$ cat src/rtl/pix_fetch.sv
// pix_fetch
//   Avalon-MM pipelined read master that streams one frame of 32-bit pixels,
//   starting at BASE_ADDR and stepping by ADDR_INC, into a first-word
//   fall-through return FIFO. The FIFO drains on a valid/ready pixel port.
//   Reads are credit-limited: a read is only issued while
//   fifo_count + outstanding < FIFO_DEPTH, so returning data always has room.
//
// Configuration macro:
//   PIX_FETCH_LOOP_EN  when defined, the frame repeats forever. The address
//                      reloads BASE_ADDR and ISSUE continues with no idle
//                      cycle. frame_done pulses once per frame and busy stays
//                      high until reset.
//
// Ports:
//   clk              in   system clock, rising edge
//   n_rst            in   asynchronous active-low reset
//   start            in   1-cycle frame request, ignored while busy
//   wait_request     in   Avalon slave stall
//   read             out  Avalon read request
//   read_address     out  Avalon byte address [31:0]
//   read_data        in   Avalon read data [31:0]
//   read_data_valid  in   read data valid (in-order responses)
//   pix_data         out  FIFO head pixel [31:0] (0 when empty)
//   pix_valid        out  FIFO not empty
//   pix_ready        in   consumer accepts pixel when pix_valid & pix_ready
//   busy             out  frame in progress
//   frame_done       out  1-cycle pulse after the frame's last pixel is taken
module pix_fetch #(
  parameter logic [31:0] BASE_ADDR  = 32'h0,
  parameter int unsigned NUM_PIXELS = 307200,
  parameter logic [31:0] ADDR_INC   = 32'd4,
  parameter int unsigned FIFO_DEPTH = 8
) (
  input  logic        clk,
  input  logic        n_rst,
  input  logic        start,
  input  logic        wait_request,
  output logic        read,
  output logic [31:0] read_address,
  input  logic [31:0] read_data,
  input  logic        read_data_valid,
  output logic [31:0] pix_data,
  output logic        pix_valid,
  input  logic        pix_ready,
  output logic        busy,
  output logic        frame_done
);

  localparam int unsigned AW      = $clog2(FIFO_DEPTH);
  localparam int unsigned CW      = AW + 1;
  localparam logic [31:0] LP_LAST = 32'(NUM_PIXELS - 1);
  localparam logic [CW:0] LP_DEPTH = (CW + 1)'(FIFO_DEPTH);

  typedef enum logic [1:0] {
    S_IDLE  = 2'd0,
    S_ISSUE = 2'd1,
    S_DRAIN = 2'd2
  } state_t;

  state_t        r_state;
  state_t        w_state_nxt;

  logic [31:0]   r_addr;
  logic [31:0]   r_issued;
  logic [31:0]   r_accepted;
  logic [CW-1:0] r_outst;
  logic [CW-1:0] r_count;
  logic [AW-1:0] r_wr_ptr;
  logic [AW-1:0] r_rd_ptr;
  logic [31:0]   r_mem [FIFO_DEPTH];
  logic          r_frame_done;

  logic          w_empty;
  logic          w_credit;
  logic          w_read;
  logic          w_issue_acc;
  logic          w_last_issue;
  logic          w_push;
  logic          w_pop;
  logic          w_last_pop;

  assign w_empty  = (r_count == '0);
  // Slots still free once every in-flight read has landed.
  assign w_credit = ({1'b0, r_count} + {1'b0, r_outst}) < LP_DEPTH;

  // Only pops and returns change the credit sum while stalled, and neither
  // raises it, so read cannot drop while wait_request holds it.
  assign w_read       = (r_state == S_ISSUE) && w_credit;
  assign w_issue_acc  = w_read && !wait_request;
  assign w_last_issue = (r_issued == LP_LAST);

  // A return with nothing outstanding is a leftover from before reset.
  assign w_push     = read_data_valid && (r_outst != '0);
  assign w_pop      = !w_empty && pix_ready;
  assign w_last_pop = w_pop && (r_accepted == LP_LAST);

  // ---------------------------------------------------------------------
  // FSM
  // ---------------------------------------------------------------------
  always_ff @(posedge clk or negedge n_rst) begin
    if (!n_rst) begin
      r_state <= S_IDLE;
    end else begin
      r_state <= w_state_nxt;
    end
  end

  always_comb begin
    w_state_nxt = r_state;
    case (r_state)
      S_IDLE: begin
        if (start) begin
          w_state_nxt = S_ISSUE;
        end
      end
      S_ISSUE: begin
`ifdef PIX_FETCH_LOOP_EN
        w_state_nxt = S_ISSUE;
`else
        if (w_issue_acc && w_last_issue) begin
          w_state_nxt = S_DRAIN;
        end
`endif
      end
      S_DRAIN: begin
        if (w_last_pop) begin
          w_state_nxt = S_IDLE;
        end
      end
      default: w_state_nxt = S_IDLE;
    endcase
  end

  // ---------------------------------------------------------------------
  // Address, counters and FIFO control
  // ---------------------------------------------------------------------
  always_ff @(posedge clk or negedge n_rst) begin
    if (!n_rst) begin
      r_addr       <= BASE_ADDR;
      r_issued     <= '0;
      r_accepted   <= '0;
      r_outst      <= '0;
      r_count      <= '0;
      r_wr_ptr     <= '0;
      r_rd_ptr     <= '0;
      r_frame_done <= 1'b0;
    end else begin
      // Counters return to zero and the address to BASE_ADDR at the end of
      // each frame, so the next frame (looped or newly started) is ready.
      if (w_issue_acc) begin
        if (w_last_issue) begin
          r_issued <= '0;
          r_addr   <= BASE_ADDR;
        end else begin
          r_issued <= r_issued + 32'd1;
          r_addr   <= r_addr + ADDR_INC;
        end
      end

      if (w_pop) begin
        r_accepted <= w_last_pop ? '0 : (r_accepted + 32'd1);
        r_rd_ptr   <= r_rd_ptr + AW'(1);
      end

      if (w_push) begin
        r_wr_ptr <= r_wr_ptr + AW'(1);
      end

      case ({w_issue_acc, w_push})
        2'b10:   r_outst <= r_outst + CW'(1);
        2'b01:   r_outst <= r_outst - CW'(1);
        default: r_outst <= r_outst;
      endcase

      case ({w_push, w_pop})
        2'b10:   r_count <= r_count + CW'(1);
        2'b01:   r_count <= r_count - CW'(1);
        default: r_count <= r_count;
      endcase

      r_frame_done <= w_last_pop;
    end
  end

  always_ff @(posedge clk) begin
    if (w_push) begin
      r_mem[r_wr_ptr] <= read_data;
    end
  end

  // ---------------------------------------------------------------------
  // Outputs
  // ---------------------------------------------------------------------
  assign read         = w_read;
  assign read_address = r_addr;
  assign pix_valid    = !w_empty;
  assign pix_data     = w_empty ? '0 : r_mem[r_rd_ptr];
  assign busy         = (r_state != S_IDLE);
  assign frame_done   = r_frame_done;

endmodule

$ cat config.mk
export PLATFORM = sky130hd
export DESIGN_NAME = pix_fetch
export DESIGN_NICKNAME = d
export VERILOG_FILES = /design/src/rtl/pix_fetch.sv
export SDC_FILE = /design/constraint.sdc
export NUM_CORES = 1
export LEC_CHECK = 0
export CORE_ASPECT_RATIO = 0.6
export CORE_UTILIZATION = 53
export DETAILED_ROUTE_END_ITERATION = 10
export PLACE_DENSITY_LB_ADDON = 0.2
export SETUP_SLACK_MARGIN = 0.4
export SLEW_MARGIN = 20
export SYNTH_ARGS = -nofsm -noshare
export SYNTH_HDL_FRONTEND = slang
export SYNTH_SLANG_ARGS = --single-unit
$ cat constraint.sdc
create_clock -name clk -period 3.6 [get_ports clk]
set_input_delay 0.54 -clock clk [delete_from_list [all_inputs] [get_ports clk]]
set_output_delay 0.54 -clock clk [all_outputs]
set_load 0.01 [all_outputs]
==> flow_summary.yaml, run 1 <==
status:
  outcome: "complete, no violations"
global_routing:
  grt_antenna_before_repair: 2
  grtUsageTotal: 0.219
  grt_first_pass_wirelength_um: 49900
  grt_max_degree: 82
  first_global_vias: 8742
  overflow: 0
worst_setup_path:
  max_stage_delay_ns: 0.55
  crit_path_start_kind: "register"
  crit_buf_inv: 3
  critical_path.cell_chain: "buf_16 > buf_4 > mux4_2 > mux2i_2 > nor2_1 > clkdlybuf4s50_1"
  path_delay_family: "buffers and inverters"
  cp.arrival_ns: 2.64
  endpoint_kind: "primary output"
  worstPathMaxFanout: 7
  critPathKind: "reg -> out"
  worst_path_max_delay_cell: "dfrtp_4"
  cp.required_ns: 3.06
routing:
  met2_length_um: 13800
  drtPass1Iterations: 5
  drc_errors: 0
  routed.top_layer: "met4"
  wl_per_cell_um: 21.0
  viasPerCell: 5.77
  drt_iter0_drc: 711
  routed_wl_um: 31600
  vias: 8695
  wl_met1_um: 15600
  ant_nets: 0
  wl_met3_um: 1860
clocking:
  clock_latency_ns: 0.52
  cts_sinks: 367
  clockBufferDepth: 3
  root_buffer: "clkbuf_16"
  numCtsBuffers: 35
  cts_tree: "done"
  postCtsHoldBufs: 0
  h-tree-depth: 2
  clk_pin_slew_worst_paths_ns: 0.07
logic_synthesis:
  yosysSeqAreaShare: 0.683
  synth_ff_type: "edfxtp_1"
  synthCells: 971
  ys_seq_elements: 367
  ys.warnings.count: 0
  syn_avg_cell_area_sq_um: 15.8
  synth_cell_type_count: 47
  synth_edf_count: 256
  synth_area_sq_um: 15300
  synthArstFlopShare: 0.302
timing:
  tns_ns: 0
  hold_ws_ns: 0.0497
  period_needed_ns: 3.18
  setup_viol: 0
  grt_setup_unrepaired: "true"
  clock_skew_ns: 0.00725
  hold_viol: 0
  fin_crit_sh: 0.884
  slew_violations: 0
  relSlewSlack: 0.496
  tightest_slew_ns: 0.755
  fmax_mhz: 314
  setup_slack_ns: 0.416
floorplanning:
  fp.dieW_um: 221
  die-area_sq_um: 29600
  rows: 47
  core-area_sq_um: 28000
  ios: 106
  initial_core_util: 0.547
  die-height_um: 134
run:
  cap_violations: 0
min_path:
  min_path_type: "in -> async"
pwr:
  vdd_drop_max_mv: 0.376
  power_density_nw_per_um2: 764
  leakage_nw: 6.93
placed_design:
  dp_hpwl_um: 18300
  routabilityCongestion: 0.764
  port-buffer-count: 103
  pre_cts_ws_ns: 0.769
layout:
  nets: 1166
  area_growth_syn_to_layout_pct: 21.1
  final_layout_size_suffix_gt1_frac: 0.165
  final_util: 0.662
## worst paths after layout
check	endpoint	depth (start not counted)	from	slack [ns]
max reg2reg	r_outst[3]$_DFFE_PN0P_	11	r_count[1]$_DFFE_PN0P_	0.82
min reg2reg	r_accepted[31]$_DFFE_PN0P_	1	r_accepted[31]$_DFFE_PN0P_	0.48
max	pix_data[30]	6	r_rd_ptr[0]$_DFFE_PN0P_	0.42
max in group asynchronous	r_accepted[6]$_DFFE_PN0P_	2	n_rst	2.73
min	read_address[26]$_DFFE_PN0P_	1	n_rst	0.05
min in group clk	r_accepted[31]$_DFFE_PN0P_	1	r_accepted[31]$_DFFE_PN0P_	0.48
## per-layer routing
layer,GRT usage,up-vias
met4,0.0475,0
li1,-,3974
met5,0,-
met3,0.0472,35
met2,0.315,246
met1,0.343,4440
## through the flow
step	cells	instance area [sq um]	total power, mW
3_5_place_dp	1429	17000	9.80
2_1_floorplan	972	15300	8.04
6_report	1507	18500	14.2
3_3_place_gp	1429	17000	9.73
5_1_grt	1505	18500	14.8
4_1_cts	1492	18300	14.0
## what timing repair did
item	in CTS	in global routing
hold endpoints to repair	0	0
gates resized for setup	1	18
setup buffers	0	11
setup endpoints to repair	5	19
gates cloned	0	2
## where the power goes
group | switching, mW | internal [mW] | total [mW]
sequential | 0.421 | 5.16 | 5.58
clock | 1.56 | 2.61 | 4.17
combinational | 2.14 | 2.27 | 4.41
total | 4.12 | 10.0 | 14.2
## layout make-up
cell class | instances | area, sq um
antenna | 2 | 5.00
tap | 367 | 459
fill | 1957 | 9450
clock buffer | 40 | 947
multi-input combinational | 553 | 4720
clock inverter | 23 | 368
sequential | 367 | 10500
inverter | 14 | 52.6
timing repair buffer | 141 | 1520
## state kept, by name, indices dropped and copies added, names as in the netlist
register / cells
r_issued: 32
r_count: 4
r_mem: 256
frame_done: 1
r_rd_ptr: 3
r_outst: 4
r_state: 2
r_wr_ptr: 3
r_accepted: 32
read_address: 30
## cell families after synthesis
group,Yosys count,share of synthesized area
flip-flops,367,0.683
AO/OA/AOI/OAI,37,0.0158
AND/OR/NAND/NOR,311,0.105
buffers and inverters,52,0.0147
multiplexers,99,0.117
adder cells (fa/ha/maj),16,0.0141
XOR/XNOR,88,0.0503
other,1,0.000245
## cells in the mapped netlist, types with 2 or more instances
cell type	instances	share of area
buf_1	4	0.00098
ha_1	14	0.011
a21oi_1	9	0.0029
nand4_1	28	0.011
mux4_2	64	0.094
xnor2_1	40	0.023
nor4_1	10	0.0041
nor3_1	9	0.0029
nor3b_1	2	0.00098
nand2_1	54	0.013
nand2b_1	6	0.0025
or2_2	4	0.0016
clkbuf_1	16	0.0039
edfxtp_1	256	0.50
or3_1	7	0.0029
o21ai_0	18	0.0059
and4_1	8	0.0046
and3_1	21	0.0086
xor2_1	48	0.027
fa_1	2	0.0026
buf_4	3	0.0015
nor3_2	2	0.0013
nor2_1	97	0.024
or4_1	2	0.00098
dfrtp_1	111	0.18
nand3_1	43	0.014
nor4b_1	7	0.0040
and2_1	6	0.0025
buf_2	14	0.0046
a21o_1	2	0.00098
mux2i_1	35	0.023
inv_1	14	0.0034
## cell usage in the layout (no fill, tap or decap), types with 14 or more instances in the layout
| master | n |
|---|---|
| dfrtp_1 | 108 |
| xor2_1 | 48 |
| mux2i_1 | 30 |
| edfxtp_1 | 256 |
| inv_1 | 14 |
| and3_1 | 21 |
| clkbuf_16 | 39 |
| buf_4 | 25 |
| mux4_2 | 64 |
| o21ai_0 | 18 |
| ha_1 | 14 |
| clkdlybuf4s50_1 | 95 |
| nor2_1 | 91 |
| nand3_1 | 43 |
| nand4_1 | 28 |
| xnor2_1 | 40 |
| nand2_1 | 54 |
(Power assumes the default switching activity.)
==> inputs of run 2 (changes only) <==
Settings changed: MAX_ROUTING_LAYER set to met4, TNS_END_PERCENT set to 20.
==> run 2 against run 1 <==
  * Non-clock buffer count decreased by 12
  * Via count decreased by 1.8%
  * Clock power shrank 12%
  * Sequential power decreased by 0.9%
  * First-iteration DRC count down 12%
  * Register-to-register slack got worse by 0.15 ns
  * Fmax rose by 0.38%
  * Total power down 6.1%
  * Critical path depth shrank 1
  * Critical path type unchanged
  * Highest routed layer unchanged
==> flow_summary.yaml, run 2 (synthesis results as in run 1) <==
floorplanning:
  fp.dieW_um: 221
  die-area_sq_um: 29600
  rows: 47
  initial_core_util: 0.547
  ios: 106
  core-area_sq_um: 28000
  die-height_um: 134
status:
  outcome: "complete, no violations"
layout:
  final_layout_size_suffix_gt1_frac: 0.148
  layout_common_cells: "edfxtp_1 (256), dfrtp_1 (108), clkdlybuf4s50_1 (102), nor2_1 (91), mux4_2 (64)"
  final_common_cell: "edfxtp_1"
  largest_register_ffs: 256
  final_area_sq_um: 18100
  top_register: "r_mem"
  reg_top3: "r_mem x256, r_accepted x32, r_issued x32"
  nets: 1154
  area_growth_syn_to_layout_pct: 18.3
routing:
  ant_nets: 0
  drc_errors: 0
  viasPerCell: 5.71
  wl_per_cell_um: 20.2
  routed_wl_um: 30200
  drtPass1Iterations: 5
  vias: 8539
  drt_iter0_drc: 625
worst_setup_path:
  critPathKind: "reg -> out"
  r2r_slack_ns: 0.67
  cp.arrival_ns: 2.63
  r2r_cells: 9
  rr_endpoint: "r_outst[3]$_DFFE_PN0P_"
  cp.required_ns: 3.06
  worstReg2RegStart: "r_outst[0]$_DFFE_PN0P_"
  crit_path_start_kind: "register"
  endpoint_kind: "primary output"
  worstPathMaxFanout: 28
pwr:
  finalPower_mw: 13.3
  leakage_nw: 6.70
  vdd_drop_max_mv: 0.509
  power_density_nw_per_um2: 734
timing:
  setup_viol: 0
  clock_skew_ns: 0.0170
  fin_crit_sh: 0.881
  period_needed_ns: 3.17
  hold_viol: 0
  fmax_mhz: 315
  relSlewSlack: 0.399
  grt_setup_unrepaired: "true"
  slew_violations: 0
  tns_ns: 0
  tightest_slew_ns: 0.890
clocking:
  h-tree-depth: 2
  cts_sinks: 367
  clk_pin_slew_worst_paths_ns: 0.06
  root_buffer: "clkbuf_16"
  clock_latency_ns: 0.54
  numCtsBuffers: 35
  clockBufferDepth: 3
  cts_tree: "done"
global_routing:
  first_global_vias: 8510
  grt_antenna_before_repair: 2
  grtUsageTotal: 0.219
  grt_max_degree: 55
  grt_first_pass_wirelength_um: 48200
  overflow: 0
placed_design:
  placed_cell_area_sq_um: 17000
  dp_hpwl_um: 18100
  routabilityCongestion: 0.786
  port-buffer-count: 103
run:
  cap_violations: 0
min_path:
  min_path_type: "in -> async"
==> run 2: cell count changes in the layout (fill, tap and decap cells not counted), sizes merged <==
cell | previous run | this run
clkinvlp | 3 | 1
buf | 37 | 27
inv | 15 | 16
bufinv | 10 | 3
clkdlybuf4s50 | 95 | 102
clkbuf | 42 | 39
clkinv | 9 | 19
dlymetal6s2s | 7 | 0
==> run 2: how the worst max path moves through the flow <==
stage,from,endpoint
global placement,wait_request,r_outst[3]$_DFFE_PN0P_
detailed placement,r_outst[0]$_DFFE_PN0P_,r_outst[3]$_DFFE_PN0P_
CTS,r_rd_ptr[0]$_DFFE_PN0P_,pix_data[28]
global route,r_rd_ptr[0]$_DFFE_PN0P_,pix_data[9]
floorplan,read_data_valid,r_mem[4][0]$_DFFE_PP_
finish,r_rd_ptr[0]$_DFFE_PN0P_,pix_data[9]
==> run 2: routing by layer <==
metal,track usage,share of wire,vias to the layer above,wire (um)
li1,-,-,3942,-
met1,0.331,0.48,4326,14600
met2,0.315,0.45,233,13500
met3,0.0388,0.056,38,1710
met4,0.0459,0.013,0,384
met5,-,0,-,0
==> run 2: per-stage QoR <==
step / util / worst slack, ns / std cells / hold slack (ns)
after floorplan: - / 0.0295 / 972 / 0.244
after global placement: 0.606 / 0.772 / 1430 / 0.461
after detailed placement: 0.606 / 0.684 / 1430 / 0.465
after CTS: 0.647 / 0.413 / 1494 / 0.0768
after global routing: 0.647 / 0.349 / 1496 / 0.0999
final: 0.647 / 0.428 / 1496 / 0.0641
==> run 2: power breakdown <==
part	switching, mW	internal [mW]
registers	0.378	5.16
logic	2.04	2.08
clock network	1.57	2.07
total	3.99	9.31
==> run 2: layout make-up <==
cell class                      count  area (sq um)
Antenna cell                        2          5.00
Timing Repair Buffer              129          1300
Sequential cell                   367         10500
Multi-Input combinational cell    553          4700
Clock buffer                       39           922
Tap cell                          367           459
Clock inverter                     25           209
Fill cell                        2016          9870
Inverter                           14          52.6
==> run 2: critical path, cell delays in order, from the launching register on <==
cell,delay [ns]
dfrtp_4,0.46
buf_12,0.25
mux4_2,0.54
mux2i_1,0.28
nor2_1,0.07
clkdlybuf4s50_1,0.49
==> run 2: what timing repair did <==
item,4_1_cts,5_1_grt
hold buffers,0,0
buffers inserted,0,0
gates resized for setup,3,1
gates cloned,0,0
endpoints found under the setup margin,13,9
==> inputs of run 3 (changes only) <==
Settings changed: PLACE_DENSITY set to 0.76, PLACE_DENSITY_LB_ADDON 0.2 to unset.
==> run 3 against run 2 <==
  * Fmax is 1.2% higher
  * Sequential cell count stayed put
  * Sequential share of layout area is 0.19 points higher
  * Utilization is 0.21 points lower
  * Die area stayed put
  * Global-route usage hardly changed
  * Sequential power hardly changed
  * Cell count is 0.40% lower
  * First-iteration DRC count is 12% higher
  * Largest cell class unchanged
  * Critical path depth stayed put
  * Clock skew is 0.0059 ns lower
  * Hold slack worse by 0.0082 ns
==> flow_summary.yaml, run 3 (synthesis results as in run 1) <==
status:
  outcome: "complete, no violations"
pwr:
  finalPower_mw: 13.2
  power_density_nw_per_um2: 730
  vdd_drop_max_mv: 0.410
  leakage_nw: 6.67
floorplanning:
  core-area_sq_um: 28000
  initial_core_util: 0.547
  die-area_sq_um: 29600
  fp.dieW_um: 221
  die-height_um: 134
  ios: 106
  rows: 47
timing:
  setup_viol: 0
  period_needed_ns: 3.13
  relSlewSlack: 0.447
  slew_violations: 0
  fmax_mhz: 319
  grt_setup_unrepaired: "true"
  tightest_slew_ns: 0.819
  clock_skew_ns: 0.0110
  hold_viol: 0
  setup_slack_ns: 0.467
  tns_ns: 0
  fin_crit_sh: 0.870
worst_setup_path:
  endpoint_kind: "primary output"
  cp.required_ns: 3.06
  cp.arrival_ns: 2.59
  critPathKind: "reg -> out"
  critical_path.cell_chain: "buf_12 > mux4_2 > mux2i_1 > nor2_1 > clkdlybuf4s50_1"
  crit_buf_inv: 2
  path_delay_family: "buffers and inverters"
  max_stage_delay_ns: 0.54
  crit_path_start_kind: "register"
  worst_path_max_delay_cell: "dfrtp_4"
  worstPathMaxFanout: 19
clocking:
  cts_tree: "done"
  cts_sinks: 367
  clock_latency_ns: 0.52
  clk_pin_slew_worst_paths_ns: 0.06
  postCtsHoldBufs: 0
  numCtsBuffers: 34
  root_buffer: "clkbuf_16"
  clockBufferDepth: 3
  h-tree-depth: 2
layout:
  layout_common_cells: "edfxtp_1 (256), dfrtp_1 (108), clkdlybuf4s50_1 (102), nor2_1 (91), mux4_2 (64)"
  final_common_cell: "edfxtp_1"
  area_growth_syn_to_layout_pct: 17.9
  finalNonFillerCells: 1490
  nets: 1154
  top_register: "r_mem"
  final_layout_size_suffix_gt1_frac: 0.143
  final_area_sq_um: 18100
  reg_top3: "r_mem x256, r_accepted x32, r_issued x32"
  largest_register_ffs: 256
routing:
  viasPerCell: 5.76
  drt_iter0_drc: 697
  ant_nets: 0
  routed_wl_um: 30500
  vias: 8589
  wl_per_cell_um: 20.5
  drc_errors: 0
  drtPass1Iterations: 5
global_routing:
  grt_max_degree: 66
  grt_antenna_before_repair: 0
  grtUsageTotal: 0.219
  grt_first_pass_wirelength_um: 48500
  overflow: 0
  first_global_vias: 8624
min_path:
  min_path_type: "in -> async"
placed_design:
  placedCellCount: 1425
  dp_hpwl_um: 17900
  routabilityCongestion: 0.790
  placed_cell_area_sq_um: 16900
  pre_cts_ws_ns: 0.599
  port-buffer-count: 103
run:
  cap_violations: 0
## run 3: per-layer routing
layer	share of wire	global-route usage	routed length (um)
met4	0.012	0.0463	376
met1	0.47	0.323	14500
met2	0.45	0.321	13800
met5	0	-	0
met3	0.062	0.0415	1880
## run 3: through the flow
step / hold WS (ns) / utilization
after global placement: 0.462 / 0.605
after floorplan: 0.244 / -
after CTS: 0.0618 / 0.645
final: 0.0559 / 0.645
after detailed placement: 0.470 / 0.605
after global routing: 0.0849 / 0.645
## run 3: power by group
part	switching [mW]	total, mW	internal [mW]
Clock	1.49	3.49	2.00
Combinational	2.06	4.16	2.11
Sequential	0.379	5.54	5.16
## run 3: worst paths after layout
path / startpoint / endpoint / slack, ns / cells after the start
max: r_rd_ptr[0]$_DFFE_PN0P_ / pix_data[22] / 0.47 / 5
min: n_rst / r_accepted[15]$_DFFE_PN0P_ / 0.06 / 1
max reg2reg: r_count[1]$_DFFE_PN0P_ / read_address[9]$_DFFE_PN0P_ / 0.69 / 8
min reg2reg: r_accepted[31]$_DFFE_PN0P_ / r_accepted[31]$_DFFE_PN0P_ / 0.48 / 1
max in group asynchronous: n_rst / read_address[24]$_DFFE_PN0P_ / 2.78 / 2
min in group clk: r_accepted[31]$_DFFE_PN0P_ / r_accepted[31]$_DFFE_PN0P_ / 0.48 / 1
## run 3: worst reg2reg max path, delay by kind of cell (launching register included)
kind / cells / cell delay [ns]
buffers and inverters: 2 / 0.71
flip-flops: 1 / 0.51
adder cells (fa/ha/maj): 1 / 0.30
AO/OA/AOI/OAI: 3 / 0.59
AND/OR/NAND/NOR: 2 / 0.68
## run 3: final cells by class
class	count	area, sq um
inverter	14	52.6
fill	1955	9930
sequential	367	10500
clock buffer	42	902
antenna	1	2.50
multi-input combinational	553	4700
tap	367	459
timing repair buffer	130	1320
clock inverter	16	155
## run 3: repair_timing
| action | in CTS | in global routing |
|---|---|---|
| hold endpoints to repair | 0 | 0 |
| buffers inserted | 4 | 2 |
| resized for setup | 0 | 0 |
| setup endpoints to repair | 32 | 6 |
==> edit 1 (config.mk and constraints of run 3) <==
`NUM_PIXELS`: 307200 -> 230400.
--- a/src/rtl/pix_fetch.sv
+++ b/src/rtl/pix_fetch.sv
@@ -27,7 +27,7 @@
 //   frame_done       out  1-cycle pulse after the frame's last pixel is taken
 module pix_fetch #(
   parameter logic [31:0] BASE_ADDR  = 32'h0,
-  parameter int unsigned NUM_PIXELS = 307200,
+  parameter int unsigned NUM_PIXELS = 230400,
   parameter logic [31:0] ADDR_INC   = 32'd4,
   parameter int unsigned FIFO_DEPTH = 8
 ) (
Formal check against the unedited RTL: same outputs for any inputs over 4 cycles, from zero or initial values and one cycle with n_rst low; that may be too few to reach the edited logic, so the function may still have changed.
==> edit 1 against run 3 <==
First-iteration DRC count grew 13%; total power about the same; synthesized cell count grew 1.8%; clock power rose by 2%; cell area rose by 0.34%; critical path depth unchanged; worst setup slack better by 0.043 ns; non-clock buffer count fell by 6; critical path type unchanged; register-to-register slack worse by 0.14 ns; highest routed layer unchanged; sequential cell count is the same; routed wire length up 2.9%; largest cell class unchanged; area after synthesis rose by 0.25%; fmax increased by 1.4%; global-route usage grew 0.68 points.
==> edit 1: results (changes against run 3) <==
| Metric | Value |
|---|---|
| Worst Skew | `0.01800 ns (+0.006960 ns)` |
| Final HPWL DP | `19.07 mm (+6.4%)` |
| Hold crit path type | `flip-flop to flip-flop` |
| Routability cong. | `0.8553 (+8.2%)` |
| Multiplexer area fraction after synthesis | `11.81% (+0.11 points)` |
| First-pass GRT wire length | `49.69 mm (+2.3%)` |
| GRT met1 Usage | `33.41% (+1.1 points)` |
| Sequential fraction of design power | `41.9% (about the same)` |
| Slowest CP cell | `mux4_2` |
| Netlist cell types | `54 (+15%)` |
| Vias in the first global route | `8719 (+1.1%)` |
| Largest net degree at the start of global routing | `75 (+14%)` |
| Compound-Gate Fraction of Synth Area | `2.168% (+0.59 points)` |
| Wirelength, routed | `31.40 mm (+2.9%)` |
| Share of cells above drive strength 1 | `15.35% (+1.0 points)` |
| Reg2reg start | `r_outst[1]$_DFFE_PN0P_` |
| Setup WS pre-CTS | `0.4854 ns (-0.1138 ns)` |
| M3 GR Usage | `4.009% (-0.14 points)` |
| DRT iter0 DRCs | `789 (+13%)` |
| Clk pwr share | `27.1% (+0.6 points)` |
| Status | `completed` |
| Commonest cells post-synth | `edfxtp_1 (256), dfrtp_1 (111), nor2_1 (90)` |
| Worst Path Arrival | `2.55 ns (-0.04 ns)` |
| Post-synthesis sequential area ratio | `68.16% (-0.17 points)` |
| Worst Path Max Fanout | `28 (+9)` |
| Slew @ Worst Pin | `1.055 ns (+0.2355 ns)` |
| R2R depth | `9 (+1)` |
| VDD IR max | `0.4981 mV (+22%)` |
| R2r setup slk | `0.55 ns (-0.14 ns)` |
| N_diodes | `0 (-1)` |
| Wl on met1 | `14.37 mm (-0.68%)` |
[edit 1: timing repair]
| action | CTS | global route |
|---|---|---|
| setup buffers | 1 | 0 |
| resized for setup | 0 | 2 |
| endpoints found under the hold margin | 24 | 0 |
| hold buffers | 1 | 0 |
| cloned | 0 | 0 |
| endpoints found under the setup margin | 27 | 3 |
| pin swaps | 0 | 0 |
[edit 1: worst max-delay path by stage]
stage                                  end               startpoint  slack (ns)
finish                         pix_data[4]  r_rd_ptr[0]$_DFFE_PN0P_        0.51
global route        r_outst[3]$_DFFE_PN0P_   r_outst[1]$_DFFE_PN0P_        0.36
CTS                            pix_data[4]  r_rd_ptr[0]$_DFFE_PN0P_        0.44
detailed placement  r_outst[3]$_DFFE_PN0P_             wait_request        0.49
global placement    r_outst[3]$_DFFE_PN0P_             wait_request        0.56
floorplan            r_mem[3][0]$_DFFE_PP_          read_data_valid       -0.21
[edit 1: layout make-up]
| type | count | share of cell area [%] |
|---|---|---|
| well taps | 367 | 2.534 |
| clock inverters | 20 | 1.070 |
| repair buffers | 124 | 7.042 |
| inverters | 27 | 0.5592 |
| flip-flops and latches | 367 | 57.78 |
| multi-input cells | 560 | 25.99 |
| clock buffers | 42 | 5.026 |
[edit 1: worst max-delay path, delay by kind of cell (launching register included)]
family	cells	cell delay (ns)
buffers and inverters	2	0.73
and+or+nand+nor	1	0.06
muxes	2	0.76
DFF	1	0.46
[edit 1: metrics by stage]
stage          instance area, um2  hold WS (ns)  utilization, %  instances
2_1_floorplan               15370        0.2444               -        989
4_1_cts                     18120        0.4740           64.72       1507
3_3_place_gp                16990        0.4522           60.71       1443
6_report                    18120        0.4739           64.74       1507
3_5_place_dp                16990        0.4599           60.71       1443
5_1_grt                     18120        0.4975           64.74       1507
==> edit 2 (flow settings as in run 3) <==
Without the edit above. The 3 states of `state_t` get a one-hot encoding in 3 bits.
--- a/src/rtl/pix_fetch.sv
+++ b/src/rtl/pix_fetch.sv
@@ -51,10 +51,10 @@
   localparam logic [31:0] LP_LAST = 32'(NUM_PIXELS - 1);
   localparam logic [CW:0] LP_DEPTH = (CW + 1)'(FIFO_DEPTH);
 
-  typedef enum logic [1:0] {
-    S_IDLE  = 2'd0,
-    S_ISSUE = 2'd1,
-    S_DRAIN = 2'd2
+  typedef enum logic [2:0] {
+    S_IDLE  = 3'b001,
+    S_ISSUE = 3'b010,
+    S_DRAIN = 3'b100
   } state_t;
 
   state_t        r_state;
Formal check against the unedited RTL: same outputs for any inputs over 4 cycles, from zero or initial values and one cycle with n_rst low; so few cycles prove little.
==> edit 2 against run 3 <==
Routed wire length increased by 7.2%; combinational power about the same; cell area increased by 2.6%; utilization decreased by 0.21 points; worst hold slack improved by 0.42 ns; total power increased by 1.4%; area after synthesis increased by 1.9%; sequential cell count increased by 1; worst setup slack got worse by 0.018 ns; largest power group unchanged; clock skew increased by 0.011 ns.
==> edit 2: results (changes against run 3) <==
| Metric | Value |
|---|---|
| Buffers outside the clock class | `135 (+3.8%)` |
| Via count | `9064 (+5.5%)` |
| Synth Area in XOR/XNOR | `5.051% (+0.019 points)` |
| Hold crit path type | `flip-flop to flip-flop` |
| Netlist cell types | `69 (+47%)` |
| CLK BUF | `47 (+12%)` |
| Worst Path Max Fanout | `9 (-10)` |
| Multiplexer area fraction after synthesis | `11.56% (-0.14 points)` |
| DRT iter0 DRCs | `872 (+25%)` |
| Placed Instances | `1468 (+3.0%)` |
| Placed inst area | `0.01722 mm2 (+1.6%)` |
| Final HPWL DP | `18.74 mm (+4.6%)` |
| Sw frac | `29.70% (-0.081 points)` |
| #MultiIn Comb | `580 (+4.9%)` |
| Vias in the first global route | `8665 (+0.48%)` |
| Adder-cell share of the synthesized area | `1.379% (-0.026 points)` |
| Commonest cells post-synth | `edfxtp_1 (256), dfrtp_1 (111), nor2_1 (101)` |
| Syn Inst Count | `1003 (+3.3%)` |
| Min setup slack post-route | `0.4492 ns (-0.01759 ns)` |
| Leakage | `0.006792 uW (+1.9%)` |
| Worst path max stage delay | `0.51 ns (-0.03 ns)` |
| M3 GR Usage | `4.199% (+0.053 points)` |
| Worst Path Arrival | `2.61 ns (+0.02 ns)` |
| Clock sink count | `368 (+0.27%)` |
| Setup WS pre-CTS | `0.4530 ns (-0.1461 ns)` |
| Final cell count without fillers | `1540 (+3.4%)` |
| Synth Area per Inst | `15.56 um2 (-1.4%)` |
| Compound-Gate Fraction of Synth Area | `2.149% (+0.57 points)` |
| Worst Skew | `0.02186 ns (+0.01081 ns)` |
| Ranking of synthesized cells by area | `edfxtp_1 (49%), dfrtp_1 (18%), mux4_2 (9.2%)` |
| Antenna violations before repair | `2 (+2)` |
| Comb group | `4170 uW (about the same)` |
| Routability cong. | `0.8224 (+4.1%)` |
| Slew headroom | `55.09% (+10 points)` |
| Clk cell area share | `6.054% (+0.20 points)` |
| Largest net degree at the start of global routing | `44 (-33%)` |
| R2r setup slk | `0.51 ns (-0.18 ns)` |
| RR Endpoint | `r_outst[3]$_DFFE_PN0P_` |
| First-pass GRT wire length | `49.66 mm (+2.3%)` |
| CP Capture Point | `pix_data[10]` |
| Hold_ws | `0.4748 ns (+0.4189 ns)` |
| Layout non-clock buf frac | `7.505% (+0.20 points)` |
| FF/Latch Area | `0.01050 mm2 (+0.31%)` |
| Ys async rst share | `30.43% (+0.19 points)` |
| Yosys top cell area share | `49.26% (-0.93 points)` |
| R2R depth | `11 (+3)` |
| Slowest CP cell | `mux4_2` |
| Post-layout net count | `1195 (+3.6%)` |
| Switch Pwr | `3971 uW (+1.1%)` |
| Post-synthesis sequential area ratio | `67.23% (-1.1 points)` |
| Wl on met1 | `15.39 mm (+6.3%)` |
| Metal3 WL | `2.180 mm (+16%)` |
| Status | `completed` |
| Share of cells above drive strength 1 | `16.17% (+1.8 points)` |
| Area of the multi-input gates | `0.004965 mm2 (+5.6%)` |
## edit 2: cell count changes in the layout (fill, tap and decap cells not counted), moves of 5 or more
| cell | change |
|---|---|
| nand4_1 | +12 |
| and4_1 | -5 |
| buf_12 | -6 |
| nor3_1 | +11 |
| o21ai_1 | +6 |
| nor4_1 | +9 |
| nand3_1 | -10 |
| inv_2 | +5 |
| xor2_1 | -6 |
| and3_1 | -5 |
| o21ai_0 | -14 |
| xnor2_1 | +8 |
## edit 2: kinds of logic after synthesis
group                    count (synthesis)
flip-flops                             368
XOR/XNOR                                90
adder cells (fa/ha/maj)                 16
buffers and inverters                   56
other                                    1
AND/OR/NAND/NOR                        332
AO/OA/AOI/OAI                           40
multiplexers                           100
## edit 2: what timing repair did
item,in CTS,in global routing
cloned,0,4
hold buffers,1,0
endpoints found under the hold margin,28,0
buffers inserted,0,7
setup endpoints to repair,16,30
resized for setup,5,6
